<file path="config.mk">
export PLATFORM = sky130hd
export DESIGN_NAME = serial_add_ctrl
export DESIGN_NICKNAME = d
export VERILOG_FILES = /design/src/rtl/serial_add_pkg.sv /design/src/rtl/serial_add_ctrl_fa_cell.sv /design/src/rtl/serial_add_ctrl.sv
export SDC_FILE = /design/constraint.sdc
export NUM_CORES = 1
export LEC_CHECK = 0
export CAP_MARGIN = 30
export CORE_MARGIN = 4
export CORE_UTILIZATION = 45
export DETAILED_ROUTE_END_ITERATION = 6
export GPL_TIMING_DRIVEN = 1
export PLACE_DENSITY = 0.8
export SYNTH_ARGS = -nofsm -noshare
export SYNTH_HDL_FRONTEND = slang
export SYNTH_SLANG_ARGS = --single-unit
</file>
<file path="constraint.sdc">
create_clock -name clk -period 4.7 [get_ports clk]
set_input_delay 0.47 -clock clk [delete_from_list [all_inputs] [get_ports clk]]
set_output_delay 0.47 -clock clk [all_outputs]
set_load 0.05 [all_outputs]
</file>
<file path="src/rtl/serial_add_pkg.sv">
// Shared definitions for the bit-serial adder: FSM states, default width and
// the bit-counter width helper.
package serial_add_pkg;

    // Default operand / result width in bits.
    localparam int DEFAULT_WIDTH = 8;

    // Controller states: waiting, shifting bits through the adder cell,
    // and the single-cycle completion state.
    typedef enum logic [1:0] {
        IDLE = 2'd0,
        RUN  = 2'd1,
        DONE = 2'd2
    } state_e;

    // Bits needed to count from 0 to width-1; never less than one bit so the
    // counter exists even for a one-bit adder.
    function automatic int cnt_width(input int width);
        int w;
        w = $clog2(width);
        if (w < 1) begin
            w = 1;
        end
        return w;
    endfunction

endpackage

</file>
<file path="src/rtl/serial_add_ctrl_fa_cell.sv">
// Single-bit full adder used as the shared arithmetic cell of the serial
// adder. Purely combinational.
module fa_cell (
    input  logic a,
    input  logic b,
    input  logic cin,
    output logic sum,
    output logic cout
);

    logic half_sum;

    // One-bit sum and carry generate/propagate.
    always_comb begin
        half_sum = a ^ b;
        sum      = half_sum ^ cin;
        cout     = (a & b) | (cin & half_sum);
    end

endmodule

</file>
<file path="src/rtl/serial_add_ctrl.sv">
// Bit-serial adder controller. An accepted start latches both operands and
// the carry-in, then one bit per clock (LSB first) is pushed through a single
// full-adder cell. The finished word and carry are published together on the
// edge that processes the MSB, so the outputs never show partial results.
//
// Handshake: start is a level sampled on each rising edge; it is honoured
// only in IDLE or DONE and ignored while busy. done is a one-cycle pulse in
// the cycle after the final bit; sum/cout stay valid until the next done.
module serial_add_ctrl
    import serial_add_pkg::*;
#(
    parameter int WIDTH = DEFAULT_WIDTH
) (
    input  logic             clk,
    input  logic             rst_n,
    input  logic             start,
    input  logic [WIDTH-1:0] a,
    input  logic [WIDTH-1:0] b,
    input  logic             cin,
    output logic             busy,
    output logic             done,
    output logic [WIDTH-1:0] sum,
    output logic             cout
);

    localparam int            CW       = cnt_width(WIDTH);
    localparam logic [CW-1:0] LAST_BIT = CW'(WIDTH - 1);

    state_e           state_q, state_d;
    logic [WIDTH-1:0] a_q, a_d;
    logic [WIDTH-1:0] b_q, b_d;
    logic [CW-1:0]    cnt_q, cnt_d;
    logic             carry_q, carry_d;
    logic [WIDTH-1:0] res_q, res_d;
    logic [WIDTH-1:0] sum_q, sum_d;
    logic             cout_q, cout_d;

    logic             bit_a;
    logic             bit_b;
    logic             fa_sum;
    logic             fa_cout;

    // Select the operand bits addressed by the bit counter.
    always_comb begin
        bit_a = a_q[cnt_q];
        bit_b = b_q[cnt_q];
    end

    fa_cell u_fa (
        .a    (bit_a),
        .b    (bit_b),
        .cin  (carry_q),
        .sum  (fa_sum),
        .cout (fa_cout)
    );

    // Next-state and datapath update; every register holds unless changed.
    always_comb begin
        state_d = state_q;
        a_d     = a_q;
        b_d     = b_q;
        cnt_d   = cnt_q;
        carry_d = carry_q;
        res_d   = res_q;
        sum_d   = sum_q;
        cout_d  = cout_q;

        case (state_q)
            IDLE: begin
                if (start) begin
                    a_d     = a;
                    b_d     = b;
                    carry_d = cin;
                    cnt_d   = '0;
                    res_d   = '0;
                    state_d = RUN;
                end
            end

            RUN: begin
                // Start is deliberately not looked at here.
                res_d[cnt_q] = fa_sum;
                carry_d      = fa_cout;
                cnt_d        = cnt_q + CW'(1);
                if (cnt_q == LAST_BIT) begin
                    sum_d   = res_d;
                    cout_d  = fa_cout;
                    state_d = DONE;
                end
            end

            DONE: begin
                // A start here chains straight into the next addition.
                if (start) begin
                    a_d     = a;
                    b_d     = b;
                    carry_d = cin;
                    cnt_d   = '0;
                    res_d   = '0;
                    state_d = RUN;
                end else begin
                    state_d = IDLE;
                end
            end

            default: begin
                state_d = IDLE;
            end
        endcase
    end

    // State and datapath registers; reset abandons any addition in flight.
    always_ff @(posedge clk or negedge rst_n) begin
        if (!rst_n) begin
            state_q <= IDLE;
            a_q     <= '0;
            b_q     <= '0;
            cnt_q   <= '0;
            carry_q <= 1'b0;
            res_q   <= '0;
            sum_q   <= '0;
            cout_q  <= 1'b0;
        end else begin
            state_q <= state_d;
            a_q     <= a_d;
            b_q     <= b_d;
            cnt_q   <= cnt_d;
            carry_q <= carry_d;
            res_q   <= res_d;
            sum_q   <= sum_d;
            cout_q  <= cout_d;
        end
    end

    // Status and result outputs come straight from registers.
    always_comb begin
        busy = (state_q == RUN);
        done = (state_q == DONE);
        sum  = sum_q;
        cout = cout_q;
    end

endmodule
</file>
-- After elaboration in Yosys (flattened, before gate mapping)
Cells that the tools add are included.
- flip-flop bits (word level): 39
- input bits: 20
- output and inout port bits: 11
- add/subtract/negate cells: 1
- $lt $le $gt $ge: 2
- eq/ne operators: 6
- muxes and demuxes: 17
- bitwise logic cells: 5
- reductions and logical operators: 8
- operators by type and width (operator ; count):
    $pmux W8 S2 ; 1
    $bwmux W8 ; 1
    $mux W8 ; 1
    $reduce_and A2 Y1 ; 4
    $bmux W1 S3 ; 2
    $pmux W2 S3 ; 1
    $pmux W3 S2 ; 1
    $mux W1 ; 5
    $lt A3 B4 Y1 const B ; 1
    $mux W2 ; 2
    $ne A2 B1 Y1 const B ; 2
    $add A3 B1 Y3 const B ; 1
    $demux W1 S3 ; 1
    $eq A3 B3 Y1 const B ; 1
    $ge A3 B1 Y1 const B ; 1
    $mux W3 ; 1
    $and A1 B1 Y1 ; 2
    $eq A2 B1 Y1 const B ; 1
    $eq A2 B2 Y1 const B ; 1
    $logic_not A2 Y1 ; 1
    $ne A2 B2 Y1 const B ; 1
    $pmux W1 S2 ; 1
    $reduce_bool A2 Y1 ; 1
    $reduce_or A2 Y1 ; 1
    other kinds (3) ; 4

-- Depth between registers and ports, before layout
- depth after elaboration: 6
- gate-level depth with buffers: 10

-- By module
From an unflattened synthesis, not the netlist that was laid out.
- cells, all modules: 184
- area total of the unflattened synthesis: 1909.3 µm²
- by module, submodules not included (module ; instances ; cells each ; area each (µm²) ; seq. area each (µm²)):
    serial_add_ctrl ; 1 ; 183 ; 1889.3 ; 975.9
    fa_cell ; 1 ; 1 ; 20.0 ; 0.0

-- Worst setup path after synthesis
No wires, ideal clock.
- kind: reg-to-reg
- from: register cnt_q[1]
- to: register res_q[2]
- arrival time: 2298 ps
- required time: 4579 ps
- path slack: 2281 ps
- cell stages (with the launch flop): 11
- buffers on the path: 4
- cell sequence: dfrtp_1 -> buf_2 -> buf_6 -> nand3_1 -> a21oi_1 -> a2111o_1 -> fa_1 -> clkbuf_1 -> and2_4 -> buf_6 -> a22o_1
- cells in the longest elaborated chain, start to end: 6
- elaborated cells on any way between the ends: 13
- those cells by class: order compare: 2; mux: 8; bitwise: 2; reduce/logical: 1
- ends and longest elaborated chain (element ; line ; RTL):
    from (decl) ; serial_add_ctrl.sv:32 ; logic [CW-1:0] cnt_q, cnt_d;
    from (signal assigned) ; serial_add_ctrl.sv:127 ; cnt_q <= cnt_d;
    $lt A3 B4 Y1 (implied by the code) (tied with other cells) ; serial_add_ctrl.sv:82 ; res_d[cnt_q] = fa_sum;
    $logic_and A1 B1 Y1 (implied by the code) (tied with other cells) ; serial_add_ctrl.sv:82 ;
    $mux W1 (implied by the code) / $xor A1 B1 Y1 (equally long branches) ; serial_add_ctrl.sv:82, serial_add_ctrl_fa_cell.sv:15 ;
    $demux W1 S3 / $xor A1 B1 Y1 (equally long branches) ; serial_add_ctrl.sv:82, serial_add_ctrl_fa_cell.sv:16 ;
    $bwmux W8 (*) ; serial_add_ctrl.sv:82 ;
    $pmux W8 S2 (*) ; serial_add_ctrl.sv:68 ; case (state_q)
    to (signal assigned) ; serial_add_ctrl.sv:129 ; res_q <= res_d;
    to (decl) ; serial_add_ctrl.sv:34 ; logic [WIDTH-1:0] res_q, res_d;
Every way passes the cells marked *; elsewhere a longest branch is shown, timed or not. The select of a mux whose other input is x is not followed.
A chain may end at the register's enable or synchronous reset.

-- Worst setup path after layout
- from: register cnt_q[1]
- to: register res_q[5]
Same word-level chain as after synthesis.

==> flow_results.org <==
** Power
- Summed over all nets, the switching power comes to roughly 770 µW.
- Power spread over the standard cell area amounts to 752 mW/mm².
- Across the VDD grid, the largest voltage drop is 0.303 mV.
- The internal portion of the total power is 967 µW.
- Proportion of power drawn by combinational gates :: 0.508
- Sw frac :: 0.442
- Of the total power, registers draw 0.366.
- Leakage power summed over all cells :: 1.10 nW
- Of the total power, the clock network draws 0.127.

** Cells and area
- Diodes inserted :: 0
- The layout has 371 filler cells.
- Excluding fillers, the count of instances in the completed layout stands at 268.
- Proportion of layout cells with a drive suffix above 1 :: 0.0734
- Compared with the post-synthesis result, the final layout area differs by 17.9%.
- Final-stage net count :: 240
- Once layout is complete, the utilization of the core stands at 0.560.

** Global route
- Across every metal layer, demand over resource in global routing totals 0.147.
- For this run the aggregate overflow at the end of global routing stands at 0.
- Vias in the first global route :: approximately 1300
- Maximum number of pins on one net before global-route repair :: 40
- The initial antenna violation count came to 0.
- Wire length of the first global-routing pass :: 5960 µm

** Route
- The detailed router placed 1384 vias in this run.
- After detailed routing, the number of remaining DRC violations is 0.
- Drt first pass iters :: 4
- Average wire per cell in the routed design :: 13.3 µm
- Using the TritonRoute via totals, the vias-per-cell ratio works out to 5.16.
- Count of nets left with antenna violations after detail routing :: 0
- The first routing iteration left 72 violations.
- Summed over all layers, the routed wires come to between 3000 and 4000 µm.

** Die
- Std-Cell Core Area :: 0.00412 mm²
- Initial Utilization :: 0.475
- The die covers 0.00546 mm².
- The die is 73.9 µm tall.
- I/O pin cnt :: 31
- The floorplan has 23 rows.
- Die W :: 73.9 µm

** Yosys
- The synthesized design contains 39 register bits.
- By area the synthesized netlist is led by sky130_fd_sc_hd__dfrtp_1 50%, sky130_fd_sc_hd__nand2_1 11%, sky130_fd_sc_hd__mux2i_1 10%.
- The share of synthesized area in the top cell type comes to 0.499.
- Post-synthesis instance total :: between 150 and 200
- Most area-hungry cell type in the Yosys netlist :: sky130_fd_sc_hd__dfrtp_1
- After synthesis, the netlist uses 34 different library cells.
- Cell area after technology mapping :: 0.00196 mm²
- The number of nets handed over by synthesis was 216.
- Fraction of the yosys area taken by sequential cells :: 0.499
- Warnings from Yosys :: 0
- Averaged over all synthesized cells, the footprint is 10.1 µm².

** Clocking
- CTS built an H-tree with a depth of 2.
- For the worst-skew pair, the clock arrives at the later sink with an insertion delay of 0.30 ns.
- For this design, the sink count on the clock tree is 39.
- Gates resized during post-CTS repair numbered 0.
- CTS buffer count :: 5
- Number of buffers inserted to repair setup after CTS :: 0
- Hold repair after CTS inserted 0 buffers.
- Clock-pin slew was measured on the worst setup and hold paths at 0.08 ns.
- Clock Tree Buf Depth :: 2
- TritonCTS built the clock tree.
- Library cell used as clock root buffer :: sky130_fd_sc_hd__clkbuf_8

** Critical path
- The critical path goes through mux2_1 -> a221oi_1 -> o21ai_1 -> fa_1 -> and2_4 -> a22o_1.
- Tracing the worst setup path back leads to its startpoint at cnt_q[1]$_DFFE_PN0P_.
- For the worst setup path, the data required time is 4.89 ns.
- STA classifies the critical path startpoint as a register.
- For the worst setup path, the data arrival time is 2.88 ns.
- Of all nets on the critical path, the largest fanout is 19.
- On the worst path, the slowest cell contributes a delay of about 0.73 ns.
- The startpoint identified for the worst register-to-register timing path is cnt_q[1]$_DFFE_PN0P_.
- The worst setup path is captured at a register.
- Cell at the slowest stage of the critical path :: sky130_fd_sc_hd__dfrtp_1
- Kind of critical path :: reg -> reg

** Timing
- Top achievable clock speed :: ~370 MHz
- Period Utilization, post-route :: 0.574
- Slew at the pin closest to its max-slew limit :: 0.859 ns
- Setup repair after global routing left no endpoint under its margin.
- Headroom to the max-slew limit came out at 0.427.
- The final max-slew violation count was 0.
- Total of endpoints with negative setup slack in the final report :: 0
- The clock arrives with between 0.007 and 0.008 ns of skew.
- The hold violation total from the final report was 0.
- Total Negative Setup Slacks :: 0 ns
- Counting I/O delays and the setup requirement, the final critical path takes between 2 and 3 ns.

** Placed design
- Routability congestion estimate :: 0.809
- Detailed placement ended at an HPWL of 2470 µm.
- Number of buffers inserted by port buffering :: 30
- Placed insts :: 260

** Worst hold path
- Path class of the lowest-slack min-delay path :: in -> async

** Outcome
- The flow ran to the end, and the final reports show no timing, DRC or antenna violations.

** Flow run
- Across the run, the number of max-cap violations was 0.
-- cell families (layout without fill, tap and decap cells) --
group	Yosys count	in the layout	share of synthesized area
DFF	39	39	0.499
AOI/OAI and AO/OA	29	29	0.102
and+or+nand+nor	82	82	0.202
buffers and inverters	18	43	0.0595
muxes	22	22	0.114
adders and majority gates	3	3	0.0230
-- stage by stage --
step           hold WS (ns)  area [µm²]  total power, mW  setup slack, ns
2_1_floorplan         0.174        1960             1.37             2.28
3_3_place_gp          0.459        2220             1.50             2.09
3_5_place_dp          0.465        2220             1.53             2.02
4_1_cts               0.296        2310             1.75             2.00
5_1_grt               0.343        2310             1.88             1.77
6_report              0.272        2310             1.73             2.00
-- area by class of cell --
type                    instances  area (µm²)  area share
multi-input cells             136         863       0.374
repair buffers                 31         303       0.131
clock inverters                 3        15.0     0.00651
clock buffers                   5        68.8      0.0298
well taps                      50        62.6      0.0271
flip-flops and latches         39         976       0.423
inverters                       4        17.5     0.00760
-- power groups by stage --
| stage | clock (mW) | sequential (mW) | combinational, mW |
|---|---|---|---|
| final | 0.220 | 0.634 | 0.880 |
| after global routing | 0.236 | 0.660 | 0.980 |
| after detailed placement | 0 | 0.641 | 0.887 |
| after floorplan | 0 | 0.681 | 0.691 |
| after CTS | 0.225 | 0.635 | 0.892 |
| after global placement | 0 | 0.634 | 0.867 |
-- synthesized netlist by cell type --
master and instances:
sky130_fd_sc_hd__a2111o_1 1, sky130_fd_sc_hd__a211oi_1 1, sky130_fd_sc_hd__a21boi_1 1, sky130_fd_sc_hd__a21oi_1 2, sky130_fd_sc_hd__a221oi_1 1, sky130_fd_sc_hd__a22o_1 8
sky130_fd_sc_hd__a22oi_1 1, sky130_fd_sc_hd__and2_4 1, sky130_fd_sc_hd__and3b_1 2, sky130_fd_sc_hd__buf_2 7, sky130_fd_sc_hd__buf_4 1, sky130_fd_sc_hd__buf_6 3
sky130_fd_sc_hd__buf_8 1, sky130_fd_sc_hd__clkbuf_1 2, sky130_fd_sc_hd__dfrtp_1 39, sky130_fd_sc_hd__fa_1 1, sky130_fd_sc_hd__ha_1 2, sky130_fd_sc_hd__inv_1 3
sky130_fd_sc_hd__inv_4 1, sky130_fd_sc_hd__mux2_1 2, sky130_fd_sc_hd__mux2i_1 20, sky130_fd_sc_hd__nand2_1 57, sky130_fd_sc_hd__nand2b_1 2, sky130_fd_sc_hd__nand3_1 5
sky130_fd_sc_hd__nand3b_1 2, sky130_fd_sc_hd__nor2_1 3, sky130_fd_sc_hd__nor2b_1 3, sky130_fd_sc_hd__nor3_2 1, sky130_fd_sc_hd__nor3b_1 1, sky130_fd_sc_hd__nor3b_2 3
sky130_fd_sc_hd__o211a_1 1, sky130_fd_sc_hd__o21ai_1 11, sky130_fd_sc_hd__o22ai_1 2, sky130_fd_sc_hd__or3b_1 2
-- state kept, by name (all words and copies together), names as in the netlist --
signal	count
a_q	8
b_q	8
carry_q	1
cnt_q	3
cout	1
res_q	8
state_q	2
sum	8
-- cells in the final DEF (no fill, tap or decap), types with 2 or more instances in the layout --
cell                              Yosys  layout
sky130_fd_sc_hd__clkbuf_8             0       5
sky130_fd_sc_hd__o22ai_1              2       2
sky130_fd_sc_hd__or3b_1               2       2
sky130_fd_sc_hd__nand2_1             57      57
sky130_fd_sc_hd__a22o_1               8       8
sky130_fd_sc_hd__mux2i_1             20      20
sky130_fd_sc_hd__dfrtp_1             39      39
sky130_fd_sc_hd__clkdlybuf4s50_1      0      29
sky130_fd_sc_hd__nand2b_1             2       2
sky130_fd_sc_hd__nor3b_2              3       3
sky130_fd_sc_hd__clkinv_2             0       3
sky130_fd_sc_hd__a21oi_1              2       2
sky130_fd_sc_hd__nor2b_1              3       3
sky130_fd_sc_hd__nand3_1              5       5
sky130_fd_sc_hd__mux2_1               2       2
sky130_fd_sc_hd__nand3b_1             2       2
sky130_fd_sc_hd__inv_1                3       3
sky130_fd_sc_hd__ha_1                 2       2
sky130_fd_sc_hd__o21ai_1             11      11
sky130_fd_sc_hd__nor2_1               3       3
sky130_fd_sc_hd__and3b_1              2       2
-- critical path: cells and delay by family, from the launching register on --
family          cells  cell delay, ns
fa+ha+maj           1            0.60
flops               1            0.73
mux                 1            0.38
compound gates      3            0.63
simple gates        1            0.23
-- metal layers --
metal  global-route usage  vias up  routed length [µm]
li1                     -      698                   -
met1                0.183      649                1720
met2                0.225       30                1580
met3               0.0616        7                 201
met4               0.0604        0                  60
met5                    0        -                   0
-- path summary, 6_finish.rpt --
kind / to / slack [ns] / cells after the start
max reg2reg: res_q[5]$_DFFE_PN0P_ / 2.00 / 6
min: sum[2]$_DFFE_PN0P_ / 0.27 / 1
min in group clk: b_q[7]$_DFFE_PN0P_ / 0.48 / 2
max in group asynchronous: state_q[0]$_DFFE_PN0P_ / 3.88 / 1
min reg2reg: b_q[7]$_DFFE_PN0P_ / 0.48 / 2
max: res_q[5]$_DFFE_PN0P_ / 2.00 / 6
(Power assumes the default switching activity.)
